--- src/rtl/dmem_arbiter.sv ---
`default_nettype none
// ============================================================================
// Module   : dmem_arbiter
// Purpose  : Round-robin sharing of the data memory between two req/ack ports,
//            driving clean single-cycle write/read strobes.
// Revision : 1.0  initial release
// ============================================================================
module dmem_arbiter #(
    parameter int ADDR_W = 8,
    parameter int DATA_W = 32
) (
    input  logic              clk,
    input  logic              rst,

    input  logic              p0_req,
    input  logic              p0_we,
    input  logic [ADDR_W-1:0] p0_addr,
    input  logic [DATA_W-1:0] p0_wdata,
    output logic              p0_ack,
    output logic [DATA_W-1:0] p0_rdata,

    input  logic              p1_req,
    input  logic              p1_we,
    input  logic [ADDR_W-1:0] p1_addr,
    input  logic [DATA_W-1:0] p1_wdata,
    output logic              p1_ack,
    output logic [DATA_W-1:0] p1_rdata,

    output logic              mem_write,
    output logic              mem_writeBack,
    output logic [ADDR_W-1:0] d_addr,
    output logic [DATA_W-1:0] dw_data,
    input  logic [DATA_W-1:0] dr_data,

    output logic              busy,
    output logic              grant_id
);

    localparam logic [1:0] S_IDLE   = 2'd0;
    localparam logic [1:0] S_SETUP  = 2'd1;
    localparam logic [1:0] S_STROBE = 2'd2;
    localparam logic [1:0] S_DONE   = 2'd3;

    logic [1:0]        r_state;
    logic              r_we_l;
    logic              r_rr_last;

    logic              w_any_req;
    logic              w_grant_port;
    logic              w_sel_we;
    logic [ADDR_W-1:0] w_sel_addr;
    logic [DATA_W-1:0] w_sel_wdata;

    // On a tie the port that did not win last time is served.
    always_comb begin
        w_any_req = p0_req | p1_req;
        if (p0_req && p1_req) begin
            w_grant_port = ~r_rr_last;
        end else begin
            w_grant_port = p1_req;
        end
        w_sel_we    = w_grant_port ? p1_we    : p0_we;
        w_sel_addr  = w_grant_port ? p1_addr  : p0_addr;
        w_sel_wdata = w_grant_port ? p1_wdata : p0_wdata;
    end

    always_ff @(posedge clk or posedge rst) begin
        if (rst) begin
            r_state <= S_IDLE;
            busy    <= 1'b0;
        end else begin
            case (r_state)
                S_IDLE: begin
                    if (w_any_req) begin
                        r_state <= S_SETUP;
                        busy    <= 1'b1;
                    end
                end
                S_SETUP:  r_state <= S_STROBE;
                S_STROBE: r_state <= S_DONE;
                S_DONE: begin
                    r_state <= S_IDLE;
                    busy    <= 1'b0;
                end
                default: begin
                    r_state <= S_IDLE;
                    busy    <= 1'b0;
                end
            endcase
        end
    end

    // Request fields are captured only at grant, so the memory-side address and
    // data stay frozen for the whole transaction and hold while idle.
    always_ff @(posedge clk or posedge rst) begin
        if (rst) begin
            d_addr    <= '0;
            dw_data   <= '0;
            r_we_l    <= 1'b0;
            grant_id  <= 1'b0;
            r_rr_last <= 1'b1;
        end else if ((r_state == S_IDLE) && w_any_req) begin
            d_addr    <= w_sel_addr;
            dw_data   <= w_sel_wdata;
            r_we_l    <= w_sel_we;
            grant_id  <= w_grant_port;
            r_rr_last <= w_grant_port;
        end
    end

    always_ff @(posedge clk or posedge rst) begin
        if (rst) begin
            mem_write     <= 1'b0;
            mem_writeBack <= 1'b0;
        end else if (r_state == S_SETUP) begin
            mem_write     <= r_we_l;
            mem_writeBack <= ~r_we_l;
        end else begin
            mem_write     <= 1'b0;
            mem_writeBack <= 1'b0;
        end
    end

    // Read data has been stable since the strobe edge, so it is captured
    // together with the ack as the strobe falls.
    always_ff @(posedge clk or posedge rst) begin
        if (rst) begin
            p0_ack   <= 1'b0;
            p1_ack   <= 1'b0;
            p0_rdata <= '0;
            p1_rdata <= '0;
        end else begin
            p0_ack <= 1'b0;
            p1_ack <= 1'b0;
            if (r_state == S_STROBE) begin
                if (grant_id == 1'b0) begin
                    p0_ack <= 1'b1;
                    if (!r_we_l) begin
                        p0_rdata <= dr_data;
                    end
                end else begin
                    p1_ack <= 1'b1;
                    if (!r_we_l) begin
                        p1_rdata <= dr_data;
                    end
                end
            end
        end
    end

endmodule
`default_nettype wire

--- config.mk ---
export PLATFORM = sky130hd
export DESIGN_NAME = dmem_arbiter
export DESIGN_NICKNAME = d
export VERILOG_FILES = /design/src/rtl/dmem_arbiter.sv
export SDC_FILE = /design/constraint.sdc
export NUM_CORES = 1
export LEC_CHECK = 0
export BUFFER_PORTS_ARGS = -buffer_cell sky130_fd_sc_hd__buf_2
export CORE_MARGIN = 5
export CORE_UTILIZATION = 35
export CTS_BUF_LIST = sky130_fd_sc_hd__clkbuf_2 sky130_fd_sc_hd__clkbuf_4 sky130_fd_sc_hd__clkbuf_8
export DETAILED_ROUTE_END_ITERATION = 16
export PLACE_DENSITY = 0.74
export SETUP_SLACK_MARGIN = 0.3
export SYNTH_ARGS = -nofsm -noshare
export SYNTH_HDL_FRONTEND = slang
export SYNTH_SLANG_ARGS = --single-unit
--- constraint.sdc ---
create_clock -name clk -period 5.7 [get_ports clk]
set_clock_uncertainty 0.1 [all_clocks]
set_input_delay 0.285 -clock clk [delete_from_list [all_inputs] [get_ports clk]]
set_output_delay 0.285 -clock clk [all_outputs]
set_load 0.02 [all_outputs]
==> results.py <==
metrics = {
    "finish": {
        "multi_input_area_um2": 1900,
        "layout-drive-gt1-share_pct": 46.8,
        "seq_area_um2": 2850,
        "nets": 818,
        "synthToLayoutAreaGrowth_pct": 45.6,
        "fill_cells": 1189,
    },
    "synthesis": {
        "netlist_instances": 399,
        "syn_nets": 522,
        "synth_commonest_cells": "113 x dfrtp_1, 83 x a21oi_1, 60 x mux2_4, 43 x nor2_1, 42 x nand2_1",
        "syn_area_per_cell_um2": 12.5,
        "async_flop_share_pct": 100,
        "ys_seq_elements": 114,
        "yosysMostFrequentCell": "dfrtp_1",
        "yosysWarnings": 0,
        "synth_simple_gate_area_share_pct": 7.38,
        "synth_fa_ha_area_share_pct": 1.26,
        "synth_xor_area_share_pct": 0,
        "synth_top_family_by_area": "multiplexers",
        "yosysTopAreaCell": "dfrtp_1",
        "synth_top_cells_by_area": "dfrtp_1 57%, mux2_4 18%, a21oi_1 8.3%, nor2_1 3.2%, nand2_1 3.2%",
        "synth_edf_count": 0,
        "synth_cell_types": 32,
        "ys_seq_area_share_pct": 57.3,
        "yosys-mux-area-fraction_pct": 19.4,
        "syn_area_um2": 4980,
        "synth_ff_type": "dfrtp_1",
        "synth_top_area_share_pct": 56.7,
        "synth-compound-area-share_pct": 9.77,
    },
    "routing": {
        "top_layer_used": "met5",
        "firstDrtPassIters": 4,
        "viasPerCell": 4.69,
        "dr_wl_met2_um": 7070,
        "wl_per_cell_um": 16.3,
        "drt-initial-drc-count": 195,
        "antenna_left": 0,
        "vias": 4162,
        "met3_length_um": 1300,
        "m1WireLength_um": 5790,
        "routed_wirelength_um": 14500,
        "drc": 0,
    },
    "setup_path": {
        "path_class": "reg2reg",
        "critPathArrivalTime_ns": 2.52,
        "end_kind": "flop",
        "cp.required_ns": 5.90,
        "setup.worst_path.start_class": "flop",
        "crit_fanout": 24,
    },
    "timing": {
        "fin_crit_sh_pct": 40.6,
        "hold-worst-slack_ns": 0.0568,
        "slew_viol_final": 0,
        "tns_ns": 0,
        "setup_viol": 0,
        "slew_headroom_pct": 19.5,
        "max_freq_ghz": 0.432,
        "max_slew.worst_pin.slew_ns": 1.20,
        "hold_viol_final": 0,
        "fin_crit_ns": 2.32,
        "rsz0062_at_grt": "false",
        "final.setup.worst_slack_ns": 3.38,
    },
    "grt": {
        "grtUsageTotal_pct": 17.5,
        "grt_pass1_vias": 4557,
        "grt_max_degree": 67,
        "antenna_found_initial": 1,
        "grt_pass1_wl_um": 22800,
        "grt_overflow": 0,
    },
    "cts": {
        "cts.sinks": 114,
        "clock-root-buffer": "clkbuf_8",
        "clkTransAtPathRegs_ns": 0.07,
        "cts_tree": "done",
        "post_cts_resized": 0,
        "post-cts-setup-buffer-count": 0,
        "htree_levels": 4,
        "clk_path_buf_depth": 2,
        "cts_made_buffers": 17,
        "ctsHoldBuffers": 74,
        "insertion_delay_ns": 0.42,
    },
    "power_and_ir_drop": {
        "seqPwrFrac_pct": 35.6,
        "leakagePower_uw": 0.00366,
        "powerDensity_nw_per_um2": 571,
        "ir_drop_v": 0.000252,
        "p_sw_share_pct": 41.1,
        "p_switching_uw": 1700,
        "clkPwrFrac_pct": 16.5,
        "combPwrFrac_pct": 47.9,
        "p_int_uw": 2440,
    },
    "floorplan": {
        "start_util_pct": 35.8,
        "die-area_um2": 16700,
        "fp.dieH_um": 129,
        "rows": 43,
        "die_w_um": 129,
        "coreArea_um2": 13900,
        "ioPinCount": 228,
    },
    "flow_run": {
        "max_cap_violations": 0,
    },
    "placement": {
        "pre_cts_slack_ns": 3.35,
        "dpl.hpwl_um": 9090,
        "gp_congestion": 0.780,
        "numPortBuffers": 227,
    },
    "status": {
        "outcome": "finished clean",
    },
    "hold_path": {
        "hold_path.class": "in2reg",
    },
}
[final timing paths]
check,startpoint,to,slack (ns),cells past startpoint
setup / recovery,r_state[0],p0_rdata[31],3.38,6
hold / removal,p1_wdata[25],dw_data[25],0.06,3
setup reg to reg,r_state[0],p0_rdata[31],3.38,6
hold reg to reg,p0_rdata[31],p0_rdata[31],0.40,1
max in group asynchronous,rst,dw_data[9],3.83,4
min in group asynchronous,rst,p0_rdata[26],0.37,3
[power groups by stage]
stage,Combinational (uW),Clock [uW],Sequential (uW)
after floorplan,878,0,1940
after global placement,1920,0,1470
after detailed placement,1960,0,1470
after CTS,2000,709,1470
after global routing,2140,744,1520
final,1990,684,1470
[layout by cell type, fill, tap and decap left out, drive strengths merged]
cell,synthesis,layout
buf,24,230
dfrtp,113,113
a21oi,83,83
dlygate4sd3,0,74
mux2,65,65
nor2,43,43
nand2,42,42
clkbuf,3,18
clkinv,0,6
ha,5,5
clkinvlp,0,5
inv,4,5
o21ai,3,3
nor2b,3,3
and2,2,2
diode,0,1
nand2b,1,1
mux2i,1,1
a21bo,1,1
a21boi,1,1
o21a,1,1
a31oi,1,1
a22o,1,1
o311ai,1,1
bufinv,0,1
dfstp,1,1
[area by class of cell]
| cell class | count | area share [%] |
|---|---|---|
| repair buffers | 304 | 26.2 |
| flip-flops and latches | 114 | 39.3 |
| well taps | 180 | 3.10 |
| multi-input cells | 254 | 26.2 |
| diodes | 1 | 0.0345 |
| clock inverters | 13 | 1.57 |
| clock buffers | 18 | 3.33 |
| inverters | 4 | 0.241 |
[layer usage]
metal / GRT usage, % / vias up
li1: - / 1949
met1: 19.8 / 1980
met2: 30.0 / 208
met3: 6.51 / 23
met4: 6.67 / 2
met5: 0 / -
[sequential cells by signal, summed over array words and instances, names as in the netlist]
register       flops
p0_rdata          32
mem_write          1
grant_id           1
r_we_l             1
p1_rdata          32
d_addr             8
dw_data           32
busy               1
p1_ack             1
r_state            2
p0_ack             1
r_rr_last          1
mem_writeBack      1
[logic make-up after synthesis]
family,count (synthesis)
AO/OA/AOI/OAI,92
flip-flops,114
buffers and inverters,31
multiplexers,66
adder cells (fa/ha/maj),5
AND/OR/NAND/NOR,91
[worst max-delay path, cell delays in order, from the launching register on]
cell     delay [ns]
dfrtp_1        0.40
inv_1          0.12
ha_1           0.20
nor2b_2        0.16
nor2b_4        0.37
buf_4          0.47
mux2_1         0.37
[per-stage QoR]
stage	area, um2	power [uW]	utilization (%)	cells
after floorplan	4980	2820	-	399
after global placement	6160	3390	44.2	782
after detailed placement	6160	3440	44.2	782
after CTS	7250	4180	52.1	887
after global routing	7250	4400	52.1	887
final	7260	4140	52.1	888
Note: power is estimated with default switching activity, not from simulation.
